==> src/rtl/frame_window_retimer.sv <==
// Extracts a fixed WIN_W x WIN_H window from a cropped RGB stream, regenerates DE,
// adds window coordinates and SOF/EOL markers, and measures incoming frame geometry.
module frame_window_retimer #(
  parameter int DATA_WIDTH = 24,
  parameter int CNT_BITS   = 12,
  parameter int WIN_W      = 640,
  parameter int WIN_H      = 480
) (
  input  logic                  clk_i,
  input  logic                  rst_i,
  input  logic [CNT_BITS-1:0]   win_x_i,
  input  logic [CNT_BITS-1:0]   win_y_i,
  input  logic                  vs_i,
  input  logic                  hs_i,
  input  logic                  de_i,
  input  logic [DATA_WIDTH-1:0] data_i,
  output logic                  vs_o,
  output logic                  hs_o,
  output logic                  de_o,
  output logic [DATA_WIDTH-1:0] data_o,
  output logic [CNT_BITS-1:0]   x_o,
  output logic [CNT_BITS-1:0]   y_o,
  output logic                  sof_o,
  output logic                  eol_o,
  output logic [CNT_BITS-1:0]   meas_w_o,
  output logic [CNT_BITS-1:0]   meas_h_o,
  output logic                  fmt_err_o
);

  localparam logic [0:0] ST_HUNT = 1'b0;
  localparam logic [0:0] ST_LOCK = 1'b1;

  localparam logic [CNT_BITS-1:0] CNT_MAX  = '1;
  localparam logic [CNT_BITS-1:0] CNT_ONE  = CNT_BITS'(1);
  localparam logic [CNT_BITS:0]   WIN_W_E  = (CNT_BITS+1)'(WIN_W);
  localparam logic [CNT_BITS:0]   WIN_H_E  = (CNT_BITS+1)'(WIN_H);
  localparam logic [CNT_BITS-1:0] EOL_X    = CNT_BITS'(WIN_W - 1);

  // Stage 1: registered inputs and edge flags
  logic                  vs_q, hs_q, de_q;
  logic                  vs_rise_q, de_fall_q;
  logic [DATA_WIDTH-1:0] data_q;
  logic [CNT_BITS-1:0]   win_x_q, win_y_q;

  // Counters, window shadows and measurement accumulators
  logic [0:0]            state_q;
  logic [CNT_BITS-1:0]   cx_q, cy_q;
  logic [CNT_BITS-1:0]   wx_q, wy_q;
  logic [CNT_BITS-1:0]   ref_w_q;
  logic                  err_acc_q;
  logic                  line_seen_q;

  // NOTE: every register here is written with non-blocking assignments so that all
  // stages read the values from before the edge, independent of statement order.
  always_ff @(posedge clk_i) begin
    if (rst_i) begin
      vs_q      <= 1'b0;
      hs_q      <= 1'b0;
      de_q      <= 1'b0;
      vs_rise_q <= 1'b0;
      de_fall_q <= 1'b0;
      data_q    <= '0;
      win_x_q   <= '0;
      win_y_q   <= '0;
    end else begin
      vs_q      <= vs_i;
      hs_q      <= hs_i;
      de_q      <= de_i;
      vs_rise_q <= vs_i & ~vs_q;
      de_fall_q <= ~de_i & de_q;
      data_q    <= data_i;
      win_x_q   <= win_x_i;
      win_y_q   <= win_y_i;
    end
  end

  // cx_q is the column of the pixel currently in stage 1; on the de-fall cycle it
  // still holds the finished line's pixel count, which is the measured length.
  always_ff @(posedge clk_i) begin
    if (rst_i) begin
      cx_q <= '0;
    end else if (de_q) begin
      cx_q <= (cx_q == CNT_MAX) ? cx_q : cx_q + CNT_ONE;
    end else begin
      cx_q <= '0;
    end
  end

  // A vs rise outranks a coincident de fall, so the new frame always starts at row 0.
  always_ff @(posedge clk_i) begin
    if (rst_i) begin
      cy_q <= '0;
    end else if (vs_rise_q) begin
      cy_q <= '0;
    end else if (de_fall_q) begin
      cy_q <= (cy_q == CNT_MAX) ? cy_q : cy_q + CNT_ONE;
    end
  end

  // Wide sums keep window ends near the top of the counter range from aliasing.
  logic [CNT_BITS:0] wx_end, wy_end;
  logic              frame_bad;

  always_comb begin
    wx_end    = {1'b0, wx_q} + WIN_W_E;
    wy_end    = {1'b0, wy_q} + WIN_H_E;
    frame_bad = err_acc_q | ({1'b0, ref_w_q} < wx_end) | ({1'b0, cy_q} < wy_end);
  end

  always_ff @(posedge clk_i) begin
    if (rst_i) begin
      state_q     <= ST_HUNT;
      wx_q        <= '0;
      wy_q        <= '0;
      ref_w_q     <= '0;
      err_acc_q   <= 1'b0;
      line_seen_q <= 1'b0;
      meas_w_o    <= '0;
      meas_h_o    <= '0;
      fmt_err_o   <= 1'b0;
    end else if (vs_rise_q) begin
      // Publish the finished frame only if it was tracked from its own start.
      if (state_q == ST_LOCK && line_seen_q) begin
        meas_w_o  <= ref_w_q;
        meas_h_o  <= cy_q;
        fmt_err_o <= frame_bad;
      end
      state_q     <= ST_LOCK;
      wx_q        <= win_x_q;
      wy_q        <= win_y_q;
      ref_w_q     <= '0;
      err_acc_q   <= 1'b0;
      line_seen_q <= 1'b0;
    end else if (de_fall_q) begin
      if (!line_seen_q) begin
        ref_w_q     <= cx_q;
        line_seen_q <= 1'b1;
      end else if (cx_q != ref_w_q) begin
        err_acc_q <= 1'b1;
      end
    end
  end

  // Stage 2: window compare and registered outputs
  logic                in_win;
  logic [CNT_BITS-1:0] x_rel, y_rel;

  // NOTE: combinational outputs get a default first so no path can infer a latch.
  always_comb begin
    in_win = 1'b0;
    x_rel  = cx_q - wx_q;
    y_rel  = cy_q - wy_q;
    if (state_q == ST_LOCK && de_q &&
        {1'b0, cx_q} >= {1'b0, wx_q} && {1'b0, cx_q} < wx_end &&
        {1'b0, cy_q} >= {1'b0, wy_q} && {1'b0, cy_q} < wy_end) begin
      in_win = 1'b1;
    end
  end

  always_ff @(posedge clk_i) begin
    if (rst_i) begin
      vs_o   <= 1'b0;
      hs_o   <= 1'b0;
      de_o   <= 1'b0;
      data_o <= '0;
      x_o    <= '0;
      y_o    <= '0;
      sof_o  <= 1'b0;
      eol_o  <= 1'b0;
    end else begin
      vs_o   <= vs_q;
      hs_o   <= hs_q;
      de_o   <= in_win;
      data_o <= in_win ? data_q : '0;
      x_o    <= in_win ? x_rel : '0;
      y_o    <= in_win ? y_rel : '0;
      sof_o  <= in_win && x_rel == '0 && y_rel == '0;
      eol_o  <= in_win && x_rel == EOL_X;
    end
  end

endmodule
==> config.mk <==
export PLATFORM = sky130hd
export DESIGN_NAME = frame_window_retimer
export DESIGN_NICKNAME = d
export VERILOG_FILES = /design/src/rtl/frame_window_retimer.sv
export SDC_FILE = /design/constraint.sdc
export NUM_CORES = 1
export LEC_CHECK = 0
export CAP_MARGIN = 20
export CORE_MARGIN = 10
export CORE_UTILIZATION = 58
export CTS_CLUSTER_DIAMETER = 80
export DETAILED_ROUTE_END_ITERATION = 6
export HOLD_SLACK_MARGIN = 0.08
export PLACE_DENSITY = 0.95
export SYNTH_ARGS = -nofsm -noshare
export SYNTH_HDL_FRONTEND = slang
export SYNTH_SLANG_ARGS = --single-unit
==> constraint.sdc <==
create_clock -name clk_i -period 8.3 [get_ports clk_i]
set_input_delay 1.245 -clock clk_i [delete_from_list [all_inputs] [get_ports clk_i]]
set_output_delay 1.245 -clock clk_i [all_outputs]
set_load 0.05 [all_outputs]
# Word level (Yosys, flattened, before mapping)
# Cells that the tools add are included.
totals:
  wordCells: 71
  reg_bits: 194
  output_inout_bits: 78
op_classes:
  bitwise_logic: 10
  eq_ne: 4
  n_reduce_logical: 18
  magnitude_cmp: 5
  muxes: 1
  addsub: 6
op_table:
  columns: ["operator", "n"]
  rows:
  - ["$lt 12x13->1", 3]
  - ["$add 12x1->12 const B", 2]
  - ["$eq 12x12->1 const B", 2]
  - ["$ge 12x12->1", 2]
  - ["$logic_not 12->1", 2]
  - ["$sub 12x12->12", 2]
  - ["$add 12x10->13 const B", 1]
  - ["$add 12x9->13 const B", 1]
  - ["$eq 12x10->1 const B", 1]
  - ["$ne 12x12->1", 1]
  - ["$logic_and 1x1->1", 9]
  - ["$not 1->1", 6]
  - ["$reduce_and 2->1", 3]
  - ["$reduce_or 2->1", 3]
  - ["$reduce_and 3->1", 1]
  - ["$and 1x1->1", 2]
  - ["$or 1x1->1", 2]
  - ["$mux 1", 1]

# Depth between registers and ports, before layout
logic_depth:
  word_depth: 8
  depth_mapped: 15
  ltp_nobuf: 14

# Worst setup path before layout
# No wires, ideal clock.
synth_timing:
  kind: "input port to flip-flop"
  startpoint: "input port rst_i"
  endpoint: "register eol_o"
  path_stages: 7
  setup_slack_ns: 5.459
  arrival_time_ns: 2.753
  setup_ns: 0.088
  required_time_ns: 8.212
  path_cell_list: "nand2b_1 > or3_1 > a221oi_1 > o311ai_0 > nand4b_4 > buf_2 > nor4_2"
synth_rtl:
  columns: ["element", "line", "source"]
  rows:
  - ["start: declaration", "10", "input logic rst_i,"]
  - ["end signal: assignment", "169", "eol_o <= 1'b0;"]
  - ["end signal: assignment", "178", "eol_o <= in_win && x_rel == EOL_X;"]
  - ["end: declaration", "24", "output logic eol_o,"]

# Final worst setup path
layout_timing:
  startpoint: "register wy_q[5]"
  endpoint: "register data_o[8]"
layout_via:
  elab_chain_cells: 6
layout_rtl:
  columns: ["element", "line", "source"]
  rows:
  - ["start: declaration", "48", "logic [CNT_BITS-1:0] wx_q, wy_q;"]
  - ["start signal: assignment", "130", "wy_q <= win_y_q;"]
  - ["$add 12x9->13 or $ge 12x12->1 (tied branches)", "106, 155", null]
  - ["$lt 12x13->1 or $logic_and 1x1->1 (tied branches)", "155, 154", null]
  - ["$logic_and 1x1->1 *", "155", "{1'b0, cy_q} >= {1'b0, wy_q} && {1'b0, cy_q} < wy_end) begin"]
  - ["$mux 1 *", "153", "if (state_q == ST_LOCK && de_q &&"]
  - ["$not 1->1 (no line) *", null, null]
  - ["$reduce_or 2->1 (no line) *", null, null]
  - ["end signal: assignment", "174", "data_o <= in_win ? data_q : '0;"]
  - ["end: declaration", "20", "output logic [DATA_WIDTH-1:0] data_o,"]
# Every way passes the cells marked *; elsewhere a longest branch is shown, timed or not.
# A chain may end at the register's enable or synchronous reset.

==> metrics <==
Seq/Total Area, Yosys 47.70%; Seq pwr share 48.8%; GPL Wtd Cong 0.9462; Final Net Count 1097; most numerous cell in the Yosys netlist dfxtp_1; kind of critical path reg2reg; crit-path max cell delay 0.43 ns; Register-to-Register Setup Slack 4.87 ns; HPWL Detailed 14160 um; first-pass GRT wire length 32620 um; Vias/cell 5.505; # rows 43; Critical R2R Launch wy_q[5]; # Max-Cap Violations 0; Arr. time, crit path 3.81 ns; Async SR Flop Fraction 0%; Final ANT Viol Nets 0; Layout fillers 899; Syn-to-layout area delta 24.43%; status complete, no violations; Setup TNS 0 ns; Top Family by Delay on Critical Path compound AO/OA/AOI/OAI gates; Synth top area share 47.70%; largest net degree at the start of global routing 105; syn nets 983; static leakage 3.965 nW; die area 0.01918 mm^2; unrepaired setup endpoints after global routing no; pwr dens 194.2 mW/mm^2; post-CTS setup buffer count 0; Vias 6524; hold buffers post-CTS 0; final setup margin 4.873 ns; critical-path maximum fanout 30; pre-CTS setup slack 4.483 ns; Die Span Y 138.5 um; Post-Place Cells 1154; Cell Chain, Critical Path inv_1 > ha_1 > xnor2_1 > ha_1 > a211oi_1 > nor2_1 > o21ai_0 > nand2_1 > o221ai_1 > o311ai_0 > nand4b_4 > inv_2 > and2_1; Pins Over Slew Limit 0; P_int 1.512 mW; fmax 291.8 MHz; post-synthesis cell count 879; fin cells 1185; number of synthesized flops with an enable pin 0; Setup violations, final 0; Clock Tree Buf Depth 2; H-tree depth 4; Avg Inst Size Synth 9.264 um^2; Netlist cell types 62; fin crit share 41.29%; CTS Root Buffer Type clkbuf_16; leading area contributor after synthesis dfxtp_1; Worst Tran Pin Value 1.086 ns; I/O pin cnt 131; Ant. Diodes 0; CP Buf/Inv Count 2; crit end category flip-flop; Worst VDD drop 0.1969 mV; initial DRC count 681; CP required 8.68 ns; vias in the first global route 6482; Buffers on Ports 130; synth warn 0; Clock transition at path regs 0.07 ns; area of the multi-input gates 0.003955 mm^2; die width 138.5 um; worst hold path class reg2reg; top post-synthesis cells by count 194 x dfxtp_1, 95 x nand2_1, 86 x nor2_1; worst reg2reg path depth 13; Tmin final 3.427 ns; final hold slack 0.4079 ns; clock latency on the worst-skew pair 0.44 ns; effective utilization at floorplan 58.89%; antenna violations before repair 0; worst hold path depth 1; Final Skew 0.01064 ns; R2R Path End data_o[8]; Psw 455.8 uW; register area 0.003884 mm^2; Core ar. 0.01383 mm^2; post-synthesis register bit count 194; Worst Min Path Start vs_q; Clock power frac 43.4%; final hold violation count 0; Worst setup SP type flip-flop; detailed-router iteration count before antenna repair 5; DR DRC count 0; GRT Resource Usage Total 20.53%; top post-synthesis cells by area dfxtp_1 48%, ha_1 7.5%, nand2_1 4.4%; switching share of total power 23.17%; Clock Sinks 194; Crit path top cell by count ha_1; Slew headroom 27.38%; CTS buffer count 17; WL final 19930 um; Post-CTS Resized 0; TritonCTS clock tree built; hold path endpoint vs_rise_q; share of layout cells above drive strength 1 4.876%; grt ovf 0; critical path's slowest cell nand4b_4; Logic pwr share 7.9%; most common flop cell mapped by yosys dfxtp_1; routed len/inst 16.82 um; post-synthesis cell area 0.008143 mm^2
-- cell type report --
class                      instances  share of cell area [%]
multi-input combinational        611                   39.03
tap                              180                   2.223
inverter                          37                   1.371
clock buffer                      19                   4.371
timing repair buffer             132                   12.97
clock inverter                    12                   1.704
sequential                       194                   38.33
-- routing by layer --
metal	up-vias	part of all wire (%)	GRT usage, %
met4	0	2.0	7.325
li1	3186	-	-
met1	3013	42	25.11
met3	48	9.4	6.849
met5	-	0	0
met2	277	47	32.96
-- layout by cell type (no fill, tap or decap), drive strengths merged, types with 5 or more instances in the layout --
| cell | Yosys | final |
|---|---|---|
| nor2 | 86 | 86 |
| a31oi | 5 | 5 |
| mux2i | 26 | 26 |
| xor2 | 28 | 28 |
| nand2b | 7 | 7 |
| xnor2 | 23 | 23 |
| a211oi | 5 | 5 |
| nor2b | 57 | 57 |
| inv | 37 | 42 |
| clkbuf | 26 | 19 |
| a21oi | 69 | 69 |
| ha | 49 | 49 |
| nor4 | 5 | 5 |
| nand3 | 17 | 17 |
| nor3 | 12 | 12 |
| and2 | 28 | 28 |
| nand2 | 96 | 96 |
| o21ai | 23 | 23 |
| nand4 | 11 | 11 |
| and3 | 5 | 5 |
| or3 | 10 | 10 |
| dfxtp | 194 | 194 |
| a21o | 8 | 8 |
| clkdlybuf4s50 | 0 | 129 |
-- kinds of logic after synthesis --
family	count (synthesis)	synth area share, %
and+or+nand+nor	351	21.83
DFF	194	47.70
AOI/OAI and AO/OA	131	9.911
buffers and inverters	74	3.734
adders and majority gates	52	8.144
xor gates and xnor gates	51	5.486
muxes	26	3.196
-- metrics by stage --
step	area (um^2)	power, mW	util (%)
after floorplan	8143	1.081	-
after global placement	9517	1.126	68.83
after detailed placement	9517	1.131	68.83
after CTS	10130	1.971	73.28
after global routing	10130	2.029	73.28
final	10130	1.967	73.28
-- sequential cells by signal, indices dropped and copies added, names as in the netlist, 12 cells and up --
signal	flops
meas_w_o	12
cy_q	12
cx_q	12
wy_q	12
ref_w_q	12
x_o	12
wx_q	12
data_q	24
data_o	24
y_o	12
win_y_q	12
meas_h_o	12
win_x_q	12
-- how the worst max path moves through the flow --
stage            start   endpoint  slack (ns)  cells after the start
2_1_floorplan    rst_i      eol_o        5.46                      7
3_3_place_gp     rst_i     y_o[3]        4.59                      8
3_5_place_dp     rst_i     y_o[3]        4.48                      8
4_1_cts        wy_q[5]  data_o[8]        4.87                     13
5_1_grt        wy_q[5]     y_o[3]        4.58                     13
6_report       wy_q[5]  data_o[8]        4.87                     13
-- power groups by stage --
stage	Clock [mW]	Combinational [mW]	Sequential [mW]
floorplan	0	0.0991	0.982
global placement	0	0.147	0.979
detailed placement	0	0.151	0.980
CTS	0.858	0.154	0.959
global route	0.897	0.171	0.961
finish	0.853	0.155	0.960
Power figures use the tool's default switching activity.
